File: config.mk
export PLATFORM = sky130hd
export DESIGN_NAME = acker_sensor_arbiter_flat
export DESIGN_NICKNAME = d
export VERILOG_FILES = /design/src/rtl/acker_sensor_arbiter_pkg.sv /design/src/rtl/acker_sensor_arbiter_if.sv /design/src/rtl/acker_sensor_arbiter_rr_pick.sv /design/src/rtl/acker_sensor_arbiter.sv /design/src/flat_wrapper.sv
export SDC_FILE = /design/constraint.sdc
export NUM_CORES = 1
export LEC_CHECK = 0
export CAP_MARGIN = 20
export CORE_UTILIZATION = 59
export DETAILED_ROUTE_END_ITERATION = 8
export DONT_BUFFER_PORTS = 1
export GPL_ROUTABILITY_DRIVEN = 1
export GPL_TIMING_DRIVEN = 0
export HOLD_SLACK_MARGIN = 0.06
export MAX_ROUTING_LAYER = met4
export PLACE_DENSITY_LB_ADDON = 0.25
export SYNTH_ARGS = -nofsm -noshare
export SYNTH_HDL_FRONTEND = slang
export SYNTH_SLANG_ARGS = --single-unit
File: constraint.sdc
create_clock -name clock -period 5.25 [get_ports clock]
set_input_delay 1.575 -clock clock [delete_from_list [all_inputs] [get_ports clock]]
set_output_delay 1.575 -clock clock [all_outputs]
set_load 0.02 [all_outputs]
File: src/rtl/acker_sensor_arbiter_pkg.sv
// rtl/acker_sensor_arbiter_pkg.sv - shared state codes, widths and sensor type codes
package acker_sensor_arbiter_pkg;

    localparam int ACKER_DATA_W = 14;
    localparam int ACKER_NUM_CH = 4;

    typedef enum logic [1:0] {
        ST_IDLE  = 2'd0,
        ST_ISSUE = 2'd1,
        ST_BUSY  = 2'd2
    } state_t;

    localparam logic [1:0] SENSOR_TYPE_0 = 2'b00;
    localparam logic [1:0] SENSOR_TYPE_1 = 2'b01;
    localparam logic [1:0] SENSOR_TYPE_2 = 2'b10;
    localparam logic [1:0] SENSOR_TYPE_3 = 2'b11;

    function automatic logic [1:0] rr_offset(input logic [1:0] base, input logic [2:0] k);
        return base + k[1:0];
    endfunction

endpackage

File: src/rtl/acker_sensor_arbiter_if.sv
// rtl/acker_sensor_arbiter_if.sv - handshake bundle between the arbiter and data_access
interface acker_sensor_arbiter_if
    import acker_sensor_arbiter_pkg::*;
#(
    parameter int DATA_W = ACKER_DATA_W
) ();
    logic [DATA_W-1:0] da_Data_in;
    logic              da_Data_in_valid;
    logic [1:0]        da_sensor_type;
    logic              da_Ready_for_Data_in;

    modport master (
        output da_Data_in,
        output da_Data_in_valid,
        output da_sensor_type,
        input  da_Ready_for_Data_in
    );

    modport slave (
        input  da_Data_in,
        input  da_Data_in_valid,
        input  da_sensor_type,
        output da_Ready_for_Data_in
    );
endinterface

File: src/rtl/acker_sensor_arbiter_rr_pick.sv
// rtl/acker_sensor_arbiter_rr_pick.sv - combinational 4-way round-robin picker
module acker_rr_pick
    import acker_sensor_arbiter_pkg::*;
(
    input  logic [3:0] req,
    input  logic [1:0] last,
    output logic [1:0] gnt_idx,
    output logic       any
);
    logic [1:0] idx;

    // Search begins just after the previous winner so every channel gets a turn.
    always_comb begin
        gnt_idx = 2'd0;
        any     = 1'b0;
        idx     = 2'd0;
        for (int k = 1; k <= 4; k++) begin
            idx = rr_offset(last, 3'(k));
            if (!any && req[idx]) begin
                gnt_idx = idx;
                any     = 1'b1;
            end
        end
    end
endmodule

File: src/rtl/acker_sensor_arbiter.sv
// rtl/acker_sensor_arbiter.sv - buffers one sample per sensor channel and issues them round-robin to data_access
module acker_sensor_arbiter
    import acker_sensor_arbiter_pkg::*;
#(
    parameter int                   NUM_CH    = ACKER_NUM_CH,
    parameter int                   DATA_W    = ACKER_DATA_W,
    parameter int                   TIMEOUT_W = 16,
    parameter logic [TIMEOUT_W-1:0] TIMEOUT   = 16'd50000
) (
    input  logic                     clock,
    input  logic                     reset,
    input  logic [NUM_CH-1:0]        ch_valid,
    input  logic [NUM_CH*DATA_W-1:0] ch_data,
    input  logic [NUM_CH-1:0]        ch_enable,
    input  logic                     overrun_clear,
    acker_sensor_arbiter_if.master   da,
    output logic [NUM_CH-1:0]        pending,
    output logic [NUM_CH-1:0]        overrun,
    output logic                     timeout_err
);
    state_t               state, state_next;
    logic [DATA_W-1:0]    buf_data [NUM_CH];
    logic [NUM_CH-1:0]    full;
    logic [NUM_CH-1:0]    load;
    logic [NUM_CH-1:0]    granted;
    logic [NUM_CH-1:0]    ovr_set;
    logic [1:0]           last_grant;
    logic [1:0]           win;
    logic                 any_req;
    logic                 grant;
    logic                 valid_next;
    logic                 timeout_set;
    logic [TIMEOUT_W-1:0] wd, wd_next;

    acker_rr_pick u_pick (
        .req     (full),
        .last    (last_grant),
        .gnt_idx (win),
        .any     (any_req)
    );

    assign pending = full;

    always_ff @(posedge clock) begin
        if (!reset) begin
            state <= ST_IDLE;
        end else begin
            state <= state_next;
        end
    end

    always_comb begin
        state_next  = state;
        grant       = 1'b0;
        valid_next  = 1'b0;
        wd_next     = wd;
        timeout_set = 1'b0;
        case (state)
            ST_IDLE: begin
                if (any_req && da.da_Ready_for_Data_in) begin
                    grant      = 1'b1;
                    valid_next = 1'b1;
                    state_next = ST_ISSUE;
                end
            end
            // Ready seen here is still the stale high from before the issue.
            ST_ISSUE: begin
                wd_next    = TIMEOUT;
                state_next = ST_BUSY;
            end
            ST_BUSY: begin
                if (da.da_Ready_for_Data_in) begin
                    wd_next    = '0;
                    state_next = ST_IDLE;
                end else if (wd <= TIMEOUT_W'(1)) begin
                    wd_next     = '0;
                    timeout_set = 1'b1;
                    state_next  = ST_IDLE;
                end else begin
                    wd_next = wd - TIMEOUT_W'(1);
                end
            end
            default: state_next = ST_IDLE;
        endcase
    end

    // A grant frees its entry, so a sample landing in the grant cycle is a refill, not an overrun.
    always_comb begin
        load    = '0;
        granted = '0;
        ovr_set = '0;
        for (int i = 0; i < NUM_CH; i++) begin
            load[i]    = ch_valid[i] & ch_enable[i];
            granted[i] = grant && (win == 2'(i));
            ovr_set[i] = load[i] & full[i] & ~granted[i];
        end
    end

    always_ff @(posedge clock) begin
        if (!reset) begin
            full                <= '0;
            overrun             <= '0;
            timeout_err         <= 1'b0;
            last_grant          <= 2'd3;
            wd                  <= '0;
            da.da_Data_in       <= '0;
            da.da_Data_in_valid <= 1'b0;
            da.da_sensor_type   <= 2'd0;
            for (int i = 0; i < NUM_CH; i++) begin
                buf_data[i] <= '0;
            end
        end else begin
            wd                  <= wd_next;
            da.da_Data_in_valid <= valid_next;
            if (grant) begin
                da.da_Data_in     <= buf_data[win];
                da.da_sensor_type <= win;
                last_grant        <= win;
            end
            for (int i = 0; i < NUM_CH; i++) begin
                full[i] <= load[i] | (full[i] & ~granted[i]);
                if (load[i]) begin
                    buf_data[i] <= ch_data[i*DATA_W +: DATA_W];
                end
            end
            overrun     <= (overrun & ~{NUM_CH{overrun_clear}}) | ovr_set;
            timeout_err <= (timeout_err & ~overrun_clear) | timeout_set;
        end
    end
endmodule

File: src/flat_wrapper.sv
// flat-port wrapper written by rule: the top's interface ports become plain ports
module acker_sensor_arbiter_flat import acker_sensor_arbiter_pkg::*;
#(
    parameter int                   NUM_CH    = ACKER_NUM_CH,
    parameter int                   DATA_W    = ACKER_DATA_W,
    parameter int                   TIMEOUT_W = 16,
    parameter logic [TIMEOUT_W-1:0] TIMEOUT   = 16'd50000
)
  (clock, reset, ch_valid, ch_data, ch_enable, overrun_clear, pending, overrun, timeout_err, da_da_Data_in, da_da_Data_in_valid, da_da_sensor_type, da_da_Ready_for_Data_in);
  acker_sensor_arbiter_if #(.DATA_W(DATA_W)) da_i ();
  input  logic clock;
  input  logic reset;
  input  logic [NUM_CH-1:0] ch_valid;
  input  logic [NUM_CH*DATA_W-1:0] ch_data;
  input  logic [NUM_CH-1:0] ch_enable;
  input  logic overrun_clear;
  output logic [NUM_CH-1:0] pending;
  output logic [NUM_CH-1:0] overrun;
  output logic timeout_err;
  output wire logic [$bits(da_i.da_Data_in)-1:0] da_da_Data_in;
  output wire logic [$bits(da_i.da_Data_in_valid)-1:0] da_da_Data_in_valid;
  output wire logic [$bits(da_i.da_sensor_type)-1:0] da_da_sensor_type;
  input wire logic [$bits(da_i.da_Ready_for_Data_in)-1:0] da_da_Ready_for_Data_in;
  assign da_da_Data_in = da_i.da_Data_in;
  assign da_da_Data_in_valid = da_i.da_Data_in_valid;
  assign da_da_sensor_type = da_i.da_sensor_type;
  assign da_i.da_Ready_for_Data_in = da_da_Ready_for_Data_in;
  acker_sensor_arbiter #(.NUM_CH(NUM_CH), .DATA_W(DATA_W), .TIMEOUT_W(TIMEOUT_W), .TIMEOUT(TIMEOUT)) u_core (.clock(clock), .reset(reset), .ch_valid(ch_valid), .ch_data(ch_data), .ch_enable(ch_enable), .overrun_clear(overrun_clear), .da(da_i), .pending(pending), .overrun(overrun), .timeout_err(timeout_err));
endmodule
==> out/summary.md <==
Register-to-register path setup slack: 2.74 ns. The run finished with clean final reports. After the last flow step, the layout net total stands at 523. After layout, the minimum clock period comes to 3.19 ns.

In this run the post-CTS setup repair buffer count came out at 0. For the pin with the worst max-slew slack, the measured transition is 0.759 ns. The floorplan step defined a core boundary enclosing 7410 sq um.

The tools report the I/O pin count as 94. Across the run, the number of max-cap violations was 0. Total of warnings raised by yosys: 0.

After filler insertion, the fill cell instance count of the layout stands at 588. In the layout the commonest cells are sky130_fd_sc_hd__and2_1, sky130_fd_sc_hd__edfxtp_1, sky130_fd_sc_hd__dfxtp_1. In this run the worst path has a maximum fanout of 10. The overall die width was 90.3 um; the worst path required time was 5.48 ns. On the critical path the largest part of the delay comes from compound AO/OA/AOI/OAI gates. In the final timing run, aggregate negative setup slack is 0 ns.

The number of global-route vias before repair was 3563; the flop and latch count out of synthesis was 102. The congestion estimate from routability-driven global placement came to 0.942. The most used flip-flop cell after synthesis is sky130_fd_sc_hd__edfxtp_1. Relative to the synthesized area, the layout overhead comes to 7.48%. The slowest stage of the critical path is the sky130_fd_sc_hd__clkbuf_1 cell. Leading cell type in the layout, fill and taps excluded: sky130_fd_sc_hd__and2_1. Pin count of the biggest net entering global routing: 18. In the synthesized netlist, the number of instances is 438. CTS built an H-tree with a depth of 3.

VDD sags by at most 0.191 mV. The average footprint of a synthesized cell is 10.5 sq um, and the final core utilization is 66.7%. The number of port buffers is 0.

The logs give 3.42 ns for the arrival time of data at the critical path endpoint and 4600 sq um for the total standard cell area after synthesis. Setup violations remaining at the end of the flow were counted as 0. The critical path goes through clkbuf_1 -> o41ai_1 -> nor2_1 -> clkbuf_1 -> o2111ai_1 -> o21ai_0 -> o21ai_0.

In this run, post-CTS hold repair placed 0 buffers. Headroom to the max-slew limit came out at 49.3%. Counting along the longest clock path gives a buffer depth of 2.

Summing the sequential cell areas from Yosys gives 56.6% of the chip area. The number of antenna violations at the first check in global routing came out at 0. In this run, post-CTS repair resized a total of 0 instances. The number of enable flip-flop cells after synthesis was 56. The initial utilization of the core area, before any placement, comes to 62.1%. Of the available clock period, the critical path in the final layout requires 60.8%. Detailed placement finished with a half-perimeter wire length of 7.99 mm.

The tools report the root buffer cell as sky130_fd_sc_hd__clkbuf_8. The post-synth net total came out at 512. TritonCTS built the clock tree. For the DRC violation total after the first TritonRoute iteration, the log shows 316. For this run, the detailed router's first-pass iteration total came to 8. In the global route stage, overall resource usage came out at 29.9%. 0 antenna diodes ended up in the layout. In this run, CTS created clock tree buffers numbering 9. The sum of routed wire length over all layers was 11.3 mm.

Power comes to 2.23 mW. Cells with a size suffix above 1 make up 5.95% of the layout. The achievable frequency came out at 313 MHz. The run gives 0 as the final number of max-transition violations. CTS saw 102 sinks. The number of antenna-violating nets in the routed design was 0; the clock slew at the register clock pins of the worst setup and hold paths was 0.10 ns. STA classifies the critical path startpoint as an input pin. Total number of vias: 3582. On the worst path, the slowest cell contributes a delay of 0.38 ns.

The later pin in the worst-skew pair is clocked with a latency of 0.37 ns. The power density over cell area is 451 nW/um^2. Setup repair after global routing left no endpoint under its margin. The mean number of vias per cell is 6.48. The critical path is of the in -> reg type.

The number of unique standard cell types used by synthesis came out at 57. The path class of the tightest hold or removal check is reg -> reg. The die is 90.3 um tall.

The worst setup path is captured at a register. The placement row count was 31. The first global-routing pass estimated 18.1 mm of wire.

Average wire length per cell after detail routing: 20.5 um. The clock tree skew after final layout is 0.0139 ns. The number of DRC violations after detailed routing came out at 0. The analysis attributes to cell leakage a power of 1.81 nW. The logs give 8150 sq um for the overall die area and 0 for the count of endpoints failing hold in the final timing report. The number of buffers and inverters on the critical path is 2.

For this run the aggregate overflow at the end of global routing stands at 0. Of all flip-flops after synthesis, the portion carrying an async set or reset was 0%.
## power by group
| part | total [mW] | leakage, nW | switching (mW) | internal (mW) |
|---|---|---|---|---|
| clock | 0.555 | 0.110 | 0.279 | 0.276 |
| combinational | 0.610 | 0.752 | 0.384 | 0.225 |
| sequential | 1.06 | 0.946 | 0.118 | 0.945 |
| total | 2.23 | 1.81 | 0.781 | 1.45 |
## worst register-to-register path, cell delays in order (launching register included)
cell	delay, ns
sky130_fd_sc_hd__dfxtp_1	0.50
sky130_fd_sc_hd__clkbuf_1	0.42
sky130_fd_sc_hd__o41ai_1	0.21
sky130_fd_sc_hd__nor2_1	0.16
sky130_fd_sc_hd__clkbuf_1	0.38
sky130_fd_sc_hd__o2111ai_1	0.34
sky130_fd_sc_hd__o21ai_0	0.29
sky130_fd_sc_hd__o21ai_0	0.10
## path summary, 6_finish.rpt
check	startpoint	endpoint	cells past startpoint
setup reg to reg	u_core.pending[1]	u_core.pending[3]	7
hold / removal	u_core.wd[13]	u_core.wd[13]	2
setup / recovery	da_da_Ready_for_Data_in	u_core.pending[3]	7
hold reg to reg	u_core.wd[13]	u_core.wd[13]	2
## routing by layer
| metal | part of all wire [%] | track usage, % | wire [um] |
|---|---|---|---|
| met4 | 3.0 | 14.2 | 344 |
| met1 | 40 | 38.3 | 4550 |
| met3 | 9.2 | 6.23 | 1040 |
| met5 | 0 | - | 0 |
| met2 | 48 | 45.8 | 5400 |
## synth_stat cells (5+ instances only)
cell / number / share of area, %
sky130_fd_sc_hd__and2_1: 58 / 7.9
sky130_fd_sc_hd__edfxtp_1: 56 / 37
sky130_fd_sc_hd__dfxtp_1: 46 / 20
sky130_fd_sc_hd__a21oi_1: 42 / 4.6
sky130_fd_sc_hd__o21ai_0: 36 / 3.9
sky130_fd_sc_hd__nand2_1: 27 / 2.2
sky130_fd_sc_hd__clkbuf_1: 24 / 2.0
sky130_fd_sc_hd__nor2_1: 20 / 1.6
sky130_fd_sc_hd__a222oi_1: 14 / 3.0
sky130_fd_sc_hd__inv_1: 12 / 0.98
sky130_fd_sc_hd__nor3_1: 11 / 1.2
sky130_fd_sc_hd__nand2b_1: 8 / 1.1
sky130_fd_sc_hd__nand3_1: 7 / 0.76
sky130_fd_sc_hd__ha_1: 6 / 1.6
sky130_fd_sc_hd__a211oi_1: 5 / 0.82
## flip-flops by register name, indices dropped and copies added (netlist names)
| name | flops |
|---|---|
| u_core.da.da_Data_in | 14 |
| u_core.timeout_err | 1 |
| u_core.state | 2 |
| u_core.da.da_sensor_type | 2 |
| u_core.overrun | 4 |
| u_core.buf_data | 56 |
| u_core.wd | 16 |
| u_core.da.da_Data_in_valid | 1 |
| u_core.pending | 4 |
| u_core.last_grant | 2 |
## area by class of cell
| type | instances | area, sq um | share of cell area [%] |
|---|---|---|---|
| sequential | 102 | 2600 | 52.6 |
| multi-input combinational | 297 | 1840 | 37.3 |
| clock buffer | 11 | 131 | 2.66 |
| tap | 99 | 124 | 2.51 |
| buffer | 27 | 110 | 2.23 |
| clock inverter | 5 | 88.8 | 1.80 |
| inverter | 12 | 45.0 | 0.911 |
## per-stage QoR
step                setup WS (ns)  hold slack [ns]  std cells  cell area, sq um
floorplan                    2.28            0.452        438              4600
global placement             1.79            0.466        537              4720
detailed placement           1.76            0.484        537              4720
CTS                          2.14            0.501        553              4940
global route                 1.89            0.526        553              4940
finish                       2.06            0.494        553              4940
## kinds of logic (layout without fill, tap and decap cells)
logic type	after synthesis	count (layout)	synth area share [%]
buffers and inverters	39	55	3.37
AND/OR/NAND/NOR	160	160	19.7
adder cells (fa/ha/maj)	6	6	1.63
flip-flops	102	102	56.6
AO/OA/AOI/OAI	128	128	18.1
multiplexers	3	3	0.653
No activity file was read; power rests on OpenSTA's default activity.
